<file path="config.mk">
export PLATFORM = sky130hd
export DESIGN_NAME = fetch_sequencer
export DESIGN_NICKNAME = d
export VERILOG_FILES = /design/src/rtl/fetch_sequencer.sv
export SDC_FILE = /design/constraint.sdc
export NUM_CORES = 1
export LEC_CHECK = 0
export CORE_MARGIN = 2
export CORE_UTILIZATION = 35
export CTS_BUF_LIST = sky130_fd_sc_hd__clkbuf_16
export DETAILED_ROUTE_END_ITERATION = 7
export PLACE_DENSITY = 0.68
export SLEW_MARGIN = 0
export SYNTH_ARGS = -nofsm -noshare
export SYNTH_HDL_FRONTEND = slang
export SYNTH_SLANG_ARGS = --single-unit
</file>
<file path="constraint.sdc">
create_clock -name clk -period 5.1 [get_ports clk]
set_input_delay 1.02 -clock clk [delete_from_list [all_inputs] [get_ports clk]]
set_output_delay 1.02 -clock clk [all_outputs]
set_load 0.005 [all_outputs]
</file>
<file path="src/rtl/fetch_sequencer.sv">
// Multi-cycle instruction sequencer: FETCH -> DECODE -> EXECUTE -> MEMORY -> REGISTER_UPDATE,
// with halt handling, ack timeouts and a sticky trap on misaligned PC or memory timeout.
module fetch_sequencer #(
  parameter logic [31:0] RESET_PC      = 32'h0000_0000,
  parameter int          FETCH_TIMEOUT = 16
) (
  input  logic        clk,
  input  logic        reset,
  input  logic [31:0] pc_next,
  input  logic        pc_en,
  input  logic        mem_access,
  input  logic        halt_req,
  input  logic        imem_ack,
  input  logic [31:0] imem_rdata,
  input  logic        dmem_ack,
  output logic [31:0] pc,
  output logic [2:0]  stage,
  output logic        imem_req,
  output logic        dmem_req,
  output logic [31:0] instr,
  output logic        fault
);

  localparam int CW = $clog2(FETCH_TIMEOUT + 1);
  localparam logic [CW-1:0] WAIT_LAST = CW'(FETCH_TIMEOUT - 1);

  typedef enum logic [2:0] {
    STAGE_FETCH           = 3'd0,
    STAGE_DECODE          = 3'd1,
    STAGE_EXECUTE         = 3'd2,
    STAGE_MEMORY          = 3'd3,
    STAGE_REGISTER_UPDATE = 3'd4,
    STAGE_HALTED          = 3'd5,
    STAGE_TRAP            = 3'd6
  } state_t;

  state_t          state_reg;
  logic [CW-1:0]   wait_cnt_reg;
  logic            mem_access_reg;
  logic [31:0]     pc_reg;
  logic [31:0]     instr_reg;
  logic            fault_reg;

  // Wait counter defaults to zero each cycle, so it clears on every state change
  // and only accumulates while a request is outstanding without an ack.
  always_ff @(posedge clk or posedge reset) begin
    if (reset) begin
      state_reg      <= STAGE_FETCH;
      wait_cnt_reg   <= '0;
      mem_access_reg <= 1'b0;
      pc_reg         <= RESET_PC;
      instr_reg      <= '0;
      fault_reg      <= 1'b0;
    end else begin
      wait_cnt_reg <= '0;
      case (state_reg)
        STAGE_FETCH: begin
          if (imem_ack) begin
            instr_reg <= imem_rdata;
            state_reg <= STAGE_DECODE;
          end else if (wait_cnt_reg == WAIT_LAST) begin
            fault_reg <= 1'b1;
            state_reg <= STAGE_TRAP;
          end else begin
            wait_cnt_reg <= wait_cnt_reg + 1'b1;
          end
        end
        STAGE_DECODE: state_reg <= STAGE_EXECUTE;
        STAGE_EXECUTE: begin
          mem_access_reg <= mem_access;
          state_reg      <= STAGE_MEMORY;
        end
        STAGE_MEMORY: begin
          if (!mem_access_reg || dmem_ack) begin
            state_reg <= STAGE_REGISTER_UPDATE;
          end else if (wait_cnt_reg == WAIT_LAST) begin
            fault_reg <= 1'b1;
            state_reg <= STAGE_TRAP;
          end else begin
            wait_cnt_reg <= wait_cnt_reg + 1'b1;
          end
        end
        STAGE_REGISTER_UPDATE: begin
          // A misaligned target traps without being loaded, ahead of any halt request.
          if (pc_en && (pc_next[1:0] != 2'b00)) begin
            fault_reg <= 1'b1;
            state_reg <= STAGE_TRAP;
          end else begin
            if (pc_en) pc_reg <= pc_next;
            state_reg <= halt_req ? STAGE_HALTED : STAGE_FETCH;
          end
        end
        STAGE_HALTED: begin
          if (!halt_req) state_reg <= STAGE_FETCH;
        end
        STAGE_TRAP: state_reg <= STAGE_TRAP;
        default: begin
          fault_reg <= 1'b1;
          state_reg <= STAGE_TRAP;
        end
      endcase
    end
  end

  // Request strobes decode straight from the state register so that reset drops
  // dmem_req and raises imem_req without waiting for a clock edge.
  assign imem_req = (state_reg == STAGE_FETCH);
  assign dmem_req = (state_reg == STAGE_MEMORY) && mem_access_reg;
  assign stage    = state_reg;
  assign pc       = pc_reg;
  assign instr    = instr_reg;
  assign fault    = fault_reg;

endmodule

</file>
==> impl_metrics.toml <==
[finish]
drive_above_1_share_pct = 24.8
nNetsFinal = 407
area_growth_pct = 52.7
multi_input_area_um2 = 1240
final_cells = 450
utilization_pct = 54.4
num_antenna_cells = 0
fin_area_um2 = 4960
fill_cells = 799
seqCellArea_um2 = 1850

[clock_tree]
cts_tree = "built"
root_buffer = "clkbuf_16"
clkLatencyLatePin_ns = 0.32
cts.sinks = 74
cts_setup_buffers = 0
clk_path_buf_depth = 2
htree_levels = 3
ctsHoldBuffers = 0
cts_resized = 0
path_clk_slew_ns = 0.06
numCtsBuffers = 9

[global_route]
antenna_found_initial = 0
grt_max_degree = 49
gr-usage-all-layers_pct = 13.6
grt_pass1_wl_um = 10700
grt_overflow = 0
grt_pass1_vias = 2084

[logic_synthesis]
synth_compound_area_share_pct = 2.54
synth.mux.area_fraction_pct = 28.6
ys_seq_elements = 74
seq_area_frac_synth_pct = 57.1
yosysWarnings = 0
synth_common_cells = "dfrtp_1 (74), mux2_4 (58), nor2_1 (6)"
synthCells = 193
synthXorXnorAreaFrac_pct = 0.540
synth_top_area_share_pct = 57.1
synth_cell_type_count = 35
synth_simple_gate_area_share_pct = 6.13
async_reset_ff_share_pct = 100
yosysTopAreaCell = "dfrtp_1"
yosysMostFrequentCell = "dfrtp_1"
ys_top_cells_by_area = "dfrtp_1 (57%), mux2_4 (27%), buf_12 (2.5%)"
syn_nets = 265
synth_area_um2 = 3250
synth_ff_type = "dfrtp_1"
yosys.area_share.adder_pct = 0.386
synth_top_family_by_area = "multiplexers"
avgSynthCellArea_um2 = 16.8
synth_edf_count = 0

[sta]
finalHoldViolCount = 0
fin_skew_ns = 0.00627
slew_headroom_pct = 35.6
fin_crit_ns = 2.87
grt_setup_unrepaired = "no"
setup_viol = 0
drv_slew = 0
fmax_mhz = 348
max_slew.worst_pin.slew_ns = 0.964
timing.final.crit_share_pct = 56.3
finalSetupTns_ns = 0
fin_ws_ns = 2.23

[power]
peakVddDrop_mv = 0.215
power.density_nw_per_um2 = 564
leakage_nw = 2.22
pwr-share-comb_pct = 40.1
p_int_w = 0.00210
pwr-share-seq_pct = 36.5
p_switching_w = 0.000694
clkPwrFrac_pct = 23.4
swShare_pct = 24.8

[die]
start_util_pct = 35.6
rows = 35
die_w_um = 100
die_h_um = 100
ios = 141
core-area_um2 = 9110
die-area_um2 = 10100

[detailed_routing]
via_per_inst = 4.60
wl_per_cell_um = 15.4
first_pass_iters = 4
drtIter0Drc = 22
postRouteAntennaNets = 0
drc = 0
routed_wl_um = 6920
vias = 2072

[place]
placedCellCount = 435
dp_slack_ns = 2.20
dp_hpwl_um = 4920
placed_area_um2 = 4650
io_buffers = 140
gp_congestion = 0.834

[setup_path]
arrival_ns = 1.85
path_max_fanout = 10
startpoint = "stage[1]"
cp-start-kind = "register"
crit_type = "reg -> out"
r2r-start = "stage[2]"
critPathRequiredTime_ns = 4.08
crit_path_end_kind = "output pin"

[worst_hold_path]
worstHoldStart = "wait_cnt_reg[0]"
hp-class = "reg -> reg"

[run_status]
status = "finished, final reports clean"

[flow_run]
drv_cap = 0
-- worst paths after layout --
path                                   end  slack [ns]  cells past startpoint
min in group asynchronous         instr[1]        1.24                      2
setup reg to reg                    pc[20]        3.14                      3
hold reg to reg            wait_cnt_reg[0]        0.48                      1
hold / removal             wait_cnt_reg[0]        0.48                      1
max in group asynchronous  wait_cnt_reg[1]        2.92                      3
setup / recovery                  dmem_req        2.23                      3
-- placed cells by master (no fill, tap or decap), types with 2 or more instances in the layout --
cell               n
nor3_1             3
bufinv_16          2
clkbuf_16          9
mux2_4            58
mux2_2             5
nand2_1            4
and4b_1            2
inv_1              2
clkdlybuf4s50_1  140
and2_1             2
nor2_1             6
clkinv_1           2
dfrtp_1           74
nand3_1            2
clkinvlp_4         2
o21ai_0            3
-- metal layers --
layer,vias up,wire length (µm),GRT usage [%]
li1,960,-,-
met4,0,78,4.74
met3,6,418,3.76
met1,1033,3070,18.4
met2,73,3360,21.1
met5,-,0,0
-- logic make-up after synthesis --
group	Yosys count
flops	74
mux	63
simple gates	29
buf+inv	13
compound gates	11
xor+xnor	2
fa+ha+maj	1
-- critical path, stage by stage (launching register included) --
cell and delay (ns):
dfrtp_1 0.58, nand2_1 0.17, nor3b_1 0.24, clkdlybuf4s50_1 0.54
-- area by class of cell --
type	instances	share of cell area (%)
well taps	111	2.80
repair buffers	141	28.4
flip-flops and latches	74	37.4
multi-input cells	106	25.0
clock buffers	9	4.54
inverters	3	0.227
clock inverters	6	1.67
-- power by group through the flow --
stage | Sequential [W] | Combinational, W | Clock (W)
final | 0.00102 | 0.00112 | 0.000654
after global routing | 0.00105 | 0.00119 | 0.000697
after CTS | 0.00102 | 0.00114 | 0.000669
after detailed placement | 0.00102 | 0.00113 | 0
after global placement | 0.00102 | 0.00112 | 0
after floorplan | 0.00101 | 0.000546 | 0
-- per-stage QoR --
step	hold WS (ns)	total power [W]
after floorplan	0.444	0.00155
after detailed placement	0.475	0.00216
after global placement	0.460	0.00214
final	0.482	0.00279
after CTS	0.490	0.00283
after global routing	0.508	0.00295
Note: power is estimated with default switching activity, not from simulation.
